$ cat src/rtl/axi_read_arbiter.sv
// Two-requester (instruction fetch / data cache) arbiter for the shared AXI read path.
// Issues one 8-beat 64-byte INCR line fill at a time and steers the R beats back to its owner.
module axi_read_arbiter #(
    parameter int ID_WIDTH   = 13,
    parameter int ADDR_WIDTH = 64,
    parameter int DATA_WIDTH = 64
) (
    input  logic                  clk,
    input  logic                  reset,

    input  logic                  i_req_valid,
    input  logic [ADDR_WIDTH-1:0] i_req_addr,
    output logic                  i_req_ready,
    output logic                  i_resp_valid,
    output logic [DATA_WIDTH-1:0] i_resp_data,
    output logic                  i_resp_last,
    output logic                  i_resp_err,

    input  logic                  d_req_valid,
    input  logic [ADDR_WIDTH-1:0] d_req_addr,
    output logic                  d_req_ready,
    output logic                  d_resp_valid,
    output logic [DATA_WIDTH-1:0] d_resp_data,
    output logic                  d_resp_last,
    output logic                  d_resp_err,

    output logic [ID_WIDTH-1:0]   m_axi_arid,
    output logic [ADDR_WIDTH-1:0] m_axi_araddr,
    output logic [7:0]            m_axi_arlen,
    output logic [2:0]            m_axi_arsize,
    output logic [1:0]            m_axi_arburst,
    output logic                  m_axi_arlock,
    output logic [3:0]            m_axi_arcache,
    output logic [2:0]            m_axi_arprot,
    output logic                  m_axi_arvalid,
    input  logic                  m_axi_arready,

    input  logic [ID_WIDTH-1:0]   m_axi_rid,
    input  logic [DATA_WIDTH-1:0] m_axi_rdata,
    input  logic [1:0]            m_axi_rresp,
    input  logic                  m_axi_rlast,
    input  logic                  m_axi_rvalid,
    output logic                  m_axi_rready
);

    typedef enum logic [1:0] {
        IDLE = 2'd0,
        ADDR = 2'd1,
        DATA = 2'd2
    } state_t;

    localparam logic [ADDR_WIDTH-1:0] LINE_MASK = ~ADDR_WIDTH'(63);

    state_t                  state;
    logic                    owner;
    logic                    last_grant;
    logic [ADDR_WIDTH-1:0]   addr_q;
    logic [2:0]              beat_cnt;
    logic                    arvalid_q;
    logic                    rready_q;

    logic                    grant_i;
    logic                    grant_d;
    logic                    grant_any;
    logic [ADDR_WIDTH-1:0]   grant_addr;
    logic                    beat_fire;

    // Round robin only matters on a tie: the side that did not win last time goes first.
    always_comb begin
        grant_i = 1'b0;
        grant_d = 1'b0;
        if (state == IDLE && !reset) begin
            if (i_req_valid && d_req_valid) begin
                grant_i = last_grant;
                grant_d = !last_grant;
            end else begin
                grant_i = i_req_valid;
                grant_d = d_req_valid;
            end
        end
    end

    assign grant_any  = grant_i | grant_d;
    assign grant_addr = grant_d ? d_req_addr : i_req_addr;
    assign beat_fire  = rready_q && m_axi_rvalid && !reset;

    always_ff @(posedge clk) begin
        if (reset) begin
            state      <= IDLE;
            owner      <= 1'b0;
            last_grant <= 1'b1;
            addr_q     <= '0;
            beat_cnt   <= 3'd0;
            arvalid_q  <= 1'b0;
            rready_q   <= 1'b0;
        end else begin
            case (state)
                IDLE: begin
                    if (grant_any) begin
                        owner      <= grant_d;
                        last_grant <= grant_d;
                        addr_q     <= grant_addr & LINE_MASK;
                        arvalid_q  <= 1'b1;
                        state      <= ADDR;
                    end
                end
                ADDR: begin
                    if (m_axi_arready) begin
                        arvalid_q <= 1'b0;
                        rready_q  <= 1'b1;
                        beat_cnt  <= 3'd0;
                        state     <= DATA;
                    end
                end
                DATA: begin
                    if (m_axi_rvalid) begin
                        beat_cnt <= beat_cnt + 3'd1;
                        if (m_axi_rlast) begin
                            rready_q <= 1'b0;
                            state    <= IDLE;
                        end
                    end
                end
                default: begin
                    arvalid_q <= 1'b0;
                    rready_q  <= 1'b0;
                    state     <= IDLE;
                end
            endcase
        end
    end

    assign i_req_ready   = grant_i;
    assign d_req_ready   = grant_d;

    assign m_axi_arid    = ID_WIDTH'(owner);
    assign m_axi_araddr  = addr_q;
    assign m_axi_arlen   = 8'd7;
    assign m_axi_arsize  = 3'd3;
    assign m_axi_arburst = 2'b01;
    assign m_axi_arlock  = 1'b0;
    assign m_axi_arcache = 4'd0;
    assign m_axi_arprot  = 3'd0;
    assign m_axi_arvalid = arvalid_q;
    assign m_axi_rready  = rready_q;

    // Requesters never stall, so beats pass straight through; only the owner sees valid.
    assign i_resp_valid  = beat_fire && !owner;
    assign i_resp_data   = m_axi_rdata;
    assign i_resp_last   = i_resp_valid && m_axi_rlast;
    assign i_resp_err    = i_resp_valid && (|m_axi_rresp);

    assign d_resp_valid  = beat_fire && owner;
    assign d_resp_data   = m_axi_rdata;
    assign d_resp_last   = d_resp_valid && m_axi_rlast;
    assign d_resp_err    = d_resp_valid && (|m_axi_rresp);

    // Burst framing: rlast must land exactly on the eighth beat, with the issued id.
    a_rlast_early: assert property (@(posedge clk) disable iff (reset)
        (beat_fire && m_axi_rlast) |-> (beat_cnt == 3'd7));
    a_rlast_missing: assert property (@(posedge clk) disable iff (reset)
        (beat_fire && beat_cnt == 3'd7) |-> m_axi_rlast);
    a_rid_match: assert property (@(posedge clk) disable iff (reset)
        beat_fire |-> (m_axi_rid == m_axi_arid));

endmodule
$ cat config.mk
export PLATFORM = sky130hd
export DESIGN_NAME = axi_read_arbiter
export DESIGN_NICKNAME = d
export VERILOG_FILES = /design/src/rtl/axi_read_arbiter.sv
export SDC_FILE = /design/constraint.sdc
export NUM_CORES = 1
export LEC_CHECK = 0
export BUFFER_PORTS_ARGS = -buffer_cell sky130_fd_sc_hd__clkbuf_2
export CAP_MARGIN = 25
export CORE_AREA = 4 4 171 173
export DETAILED_ROUTE_END_ITERATION = 16
export DIE_AREA = 0 0 175 177
export MAX_ROUTING_LAYER = met4
export PLACE_DENSITY = 0.53
export SKIP_CTS_REPAIR_TIMING = 1
export SLEW_MARGIN = 5
export SYNTH_ARGS = -nofsm -noshare
export SYNTH_HDL_FRONTEND = slang
export SYNTH_SLANG_ARGS = --single-unit
$ cat constraint.sdc
create_clock -name clk -period 1.5 [get_ports clk]
set_clock_uncertainty 0.2 [all_clocks]
set_input_delay 0 -clock clk [delete_from_list [all_inputs] [get_ports clk]]
set_output_delay 0 -clock clk [all_outputs]
set_load 0.05 [all_outputs]
After elaboration in Yosys (flattened, before gate mapping)
Index checks and enable logic that the tools add are counted.
Cells by class
  equality and inequality tests: 6
  mux-type cells: 17
  bitwise logic cells: 3
  reduce and logical (&&, ||, !) cells: 19
Operators with widths (number)
  64-bit two-way mux: 1
  1-bit logical AND: 10
  1-bit two-way mux: 9
  2-bit two-way mux: 4
  2-bit != test, second input constant: 4
  4-bit AND reduction: 2
  1-bit one-hot mux with 3 select lines: 2
  2-bit one-hot mux with 3 select lines: 1
  1-bit logical NOT: 3
  3-bit AND reduction: 1
  2-bit by 1-bit equality test with 1-bit output, second input constant: 1
  2-bit equality test, second input constant: 1
  2-bit logical NOT: 1
  1-bit inverter: 2
  2-bit AND reduction: 1
  2-bit OR reduction: 1
  1-bit OR: 1
Word-level totals
  register bits after elaboration: 64
  input bits: 214
  output and inout bits: 236
  word-level logic and storage cells: 51

Logic depth before layout (Yosys ltp)
  word-level depth: 6
  depth in mapped cells: 6
  mapped depth without buffers: 4

Least setup slack after synthesis
No wires, ideal clock.
  kind: register to output
  start point: reg rready_q, in the netlist m_axi_rready
  end point: out i_resp_last
  arrival time: 2898 ps
  data required time: 1300 ps
  setup slack: -1598 ps
  cell stages (with the launch flop): 3
  path buffers: 0
  path through: dfxtp_1 > nor4bb_1 > and2_1
Between the ends
  longest elaborated chain between the ends: 4
Ends and longest elaborated chain
  start, declared: line 60  | logic rready_q;
  start signal, assigned: line 95  | rready_q <= 1'b0;
  start signal, assigned: line 110  | rready_q <= 1'b1;
  start signal, assigned: line 119  | rready_q <= 1'b0;
  1-bit logical AND (2 in series): line 85  | assign beat_fire = rready_q && m_axi_rvalid && !reset;
  1-bit logical AND: line 148  | assign i_resp_valid = beat_fire && !owner;
  via i_resp_valid: line 14  | output logic i_resp_valid,
  1-bit logical AND: line 150  | assign i_resp_last = i_resp_valid && m_axi_rlast;
  end, declared: line 16  | output logic i_resp_last,
The timed path passes the listed nets, and every way through them passes these cells.

Worst setup path in the final report
  start point: reg state[0]
  end point: reg addr_q[46], in the netlist m_axi_araddr[46]
Between the ends
  longest elaborated chain between the ends: 5
  elaborated cells on any way between the ends: 7
  those cells by class: mux: 3; bitwise: 1; reduce/logical: 3
Ends and longest elaborated chain
  start, declared: line 54  | state_t state;
  start signal, assigned: line 89  | state <= IDLE;
  start signal, assigned: line 104  | state <= ADDR;
  start signal, assigned: line 112  | state <= DATA;
  2-bit logical NOT (*): line 72, 97
  1-bit logical AND: line 72  | if (state == IDLE && !reset) begin
  1-bit two-way mux: line 72
  1-bit OR: line 83  | assign grant_any = grant_i | grant_d;
  2-bit AND reduction (no line)
  end signal, assigned: line 102  | addr_q <= grant_addr & LINE_MASK;
  end, declared: line 57  | logic [ADDR_WIDTH-1:0] addr_q;
Every way passes the cells marked *; elsewhere a longest branch is shown, timed or not.
A chain may end at the register's enable or synchronous reset.

==> impl_metrics.yaml <==
run_status:
  status: "finished with violations"
  violations: "negative setup slack"
routing:
  dr.pass1.iters: 4
  wl_per_cell_microns: 16.2
  route.detailed.drc: 0
  final_antenna_net_count: 0
  avgViaCountPerCell: 4.23
  vias: 5003
  wirelength_microns: 19200
  drtIter0Drc: 195
floorplan:
  dieArea_sq_mm: 0.0310
  pin_count: 450
  die_x_microns: 175
  rows: 61
  initial_utilization: 0.160
  core_area_sq_mm: 0.0276
  die_y_microns: 177
setup_path:
  worst_path_largest_cell_delay_ps: 340
  cp_slowest_cell: "dfxtp_4"
  worstSetupStartpoint: "state[0]"
  crit_type: "reg -> reg"
  timing.rr.end: "m_axi_araddr[46]"
  cp-end-kind: "flop"
  r2r-start: "state[0]"
  cp_max_fo: 28
  worst-path-buf-inv: 3
  r2r_setup_slack_ps: -350
  crit_path_start_kind: "flop"
  path_delay_family: "buffers and inverters"
  cp.required_ps: 1510
  cp.arrival_ps: 1860
  path_cells: "buf_6, nor3_4, buf_12, buf_16, nand3_1, a311oi_1"
  worstRegToRegCells: 6
timing:
  rsz0062_at_grt: "true"
  hold_viol_final: 0
  hold-worst-slack_ps: 90.3
  worstMarginPinSlew_ps: 1050
  fmax_mhz: 541
  fin_ws_ps: -350
  report.final.slew_viol_count: 0
  period_share: 1.23
  period_needed_ps: 1850
  setup_viol: 68
  max_slew_margin: 0.298
global_routing:
  grt_pass1_wl_microns: 22400
  gr-total-overflow: 0
  grt_max_degree: 46
  first_global_vias: 3936
  antenna_found_initial: 0
  grt_usage: 0.0945
placed_design:
  place_congestion: 0.729
  port_buffers: 193
  dpl_worst_slack_ps: -256
  hpwl_microns: 11300
min_path:
  min_from: "reset"
  hold_depth: 6
  hold-path-endpoint: "owner"
  hold_class: "in -> reg"
synth:
  synth_cell_types: 30
  synth-adder-area-share: 0
  syn_inst: 554
  yosys.area_share.simple: 0.0922
  synth_top_family_by_area: "buffers and inverters"
  netlist_area_sq_mm: 0.00442
  synth-seq-area-share: 0.290
  avgSynthCellArea_sq_um: 7.99
  synth_xor_area_frac: 0
  synth_seq_cells: 64
  synth-compound-area-share: 0.269
  ys_warn_count: 0
  synthMuxAreaShare: 0
clock_tree:
  clockBufferDepth: 2
  htreeDepth: 3
  tritoncts: "done"
  clk_latency_ps: 330
  cts_root_buf: "clkbuf_16"
  cts_made_buffers: 9
  cts.reportedPaths.clkPinSlew_ps: 60
  cts_sinks: 64
finish:
  final_nets: 1015
  drive_above_1_share: 0.368
  area_growth_pct: 68.6
  n_antenna_cell: 0
  fillers: 2921
power_and_ir_drop:
  powerDensity_mw_per_mm2: 970
  leakage_nw: 3.05
  vdd_drop_max_mv: 0.359
flow_run:
  drv_cap: 0
## cell families after synthesis
family | Yosys count
buffers and inverters | 223
AOI/OAI and AO/OA | 189
DFF | 64
other | 2
and+or+nand+nor | 76
## worst max path at each step
stage	to	slack (ps)	depth (start not counted)
after floorplan	i_resp_last	-290	2
after global placement	m_axi_araddr[13]	-260	4
after detailed placement	m_axi_araddr[19]	-260	4
after CTS	i_req_ready	-440	4
after global routing	m_axi_araddr[46]	-440	6
final	m_axi_araddr[46]	-350	6
## tightest hold or removal path: stages
cell and delay [ps]:
clkbuf_2 100, buf_4 150, nor3_4 60, buf_12 140, nand2_4 70, a21oi_1 50
## area by class of cell
class,instances,area (sq um),share of cell area
Timing Repair Buffer,419,3460,0.464
Sequential cell,64,1290,0.173
Inverter,3,15.0,0.00201
Clock buffer,12,246,0.0330
Clock inverter,4,20.0,0.00268
Tap cell,378,473,0.0634
Multi-Input combinational cell,304,1950,0.262
## metal layers
metal	routed length (microns)	part of all wire	vias to the layer above	global-route usage
li1	-	-	2289	-
met1	7000	0.36	2366	0.0992
met2	10600	0.55	327	0.159
met5	0	0	-	-
met4	350	0.018	0	0.0566
met3	1300	0.068	21	0.0269
## cells in the mapped netlist (all sizes together)
cell / instances / share of area
buf: 198 / 0.33
a21oi: 64 / 0.072
dfxtp: 64 / 0.29
o21ai: 60 / 0.068
nand3: 59 / 0.067
a311oi: 58 / 0.11
clkbuf: 22 / 0.020
nand2: 5 / 0.0042
inv: 3 / 0.0025
nor2: 3 / 0.0062
o21a: 3 / 0.0051
and2: 2 / 0.0028
conb: 2 / 0.0017
nor3: 2 / 0.0034
a211o: 1 / 0.0020
a21bo: 1 / 0.0023
a21boi: 1 / 0.0025
and4b: 1 / 0.0023
nand2b: 1 / 0.0014
nor4bb: 1 / 0.0023
o21bai: 1 / 0.0017
or2: 1 / 0.0014
or3: 1 / 0.0014
## flip-flops by register name, indices dropped and copies added (netlist names)
register,flops
owner,1
state,2
m_axi_araddr,58
m_axi_rready,1
m_axi_arvalid,1
last_grant,1
## layout by cell type, fill, tap and decap left out, types with 2 or more instances in the layout
cell,netlist,layout
dlygate4sd3_1,0,185
clkbuf_2,4,185
dfxtp_1,64,59
a21oi_1,64,55
nand3_1,59,50
a311oi_1,58,47
o21ai_1,8,46
conb_1,2,39
buf_4,170,17
o21ai_0,52,14
clkbuf_16,0,13
a311oi_2,0,11
buf_12,0,11
buf_6,4,10
nand3_2,0,9
a21oi_2,0,9
nand2_1,5,4
clkinv_2,0,4
buf_8,0,4
dfxtp_2,0,3
inv_1,3,2
clkbuf_1,18,2
dfxtp_4,0,2
buf_16,0,2
## stage by stage
step / area, sq um / setup TNS (ps) / util / instances / power [mW]
detailed placement: 4940 / -13730 / 0.179 / 974 / 4.01
CTS: 5200 / -15720 / 0.188 / 990 / 6.05
global placement: 4940 / -13290 / 0.179 / 974 / 4.00
floorplan: 4660 / -2740 / - / 591 / 4.39
finish: 7460 / -14380 / 0.270 / 1184 / 7.24
global route: 7460 / -19620 / 0.270 / 1184 / 7.57
## power breakdown
group          internal [mW]  switching, mW  leakage (nW)
Combinational           1.00           2.29          2.39
Clock                   1.15          0.820         0.136
Sequential              1.87          0.100         0.531
(Power assumes the default switching activity.)
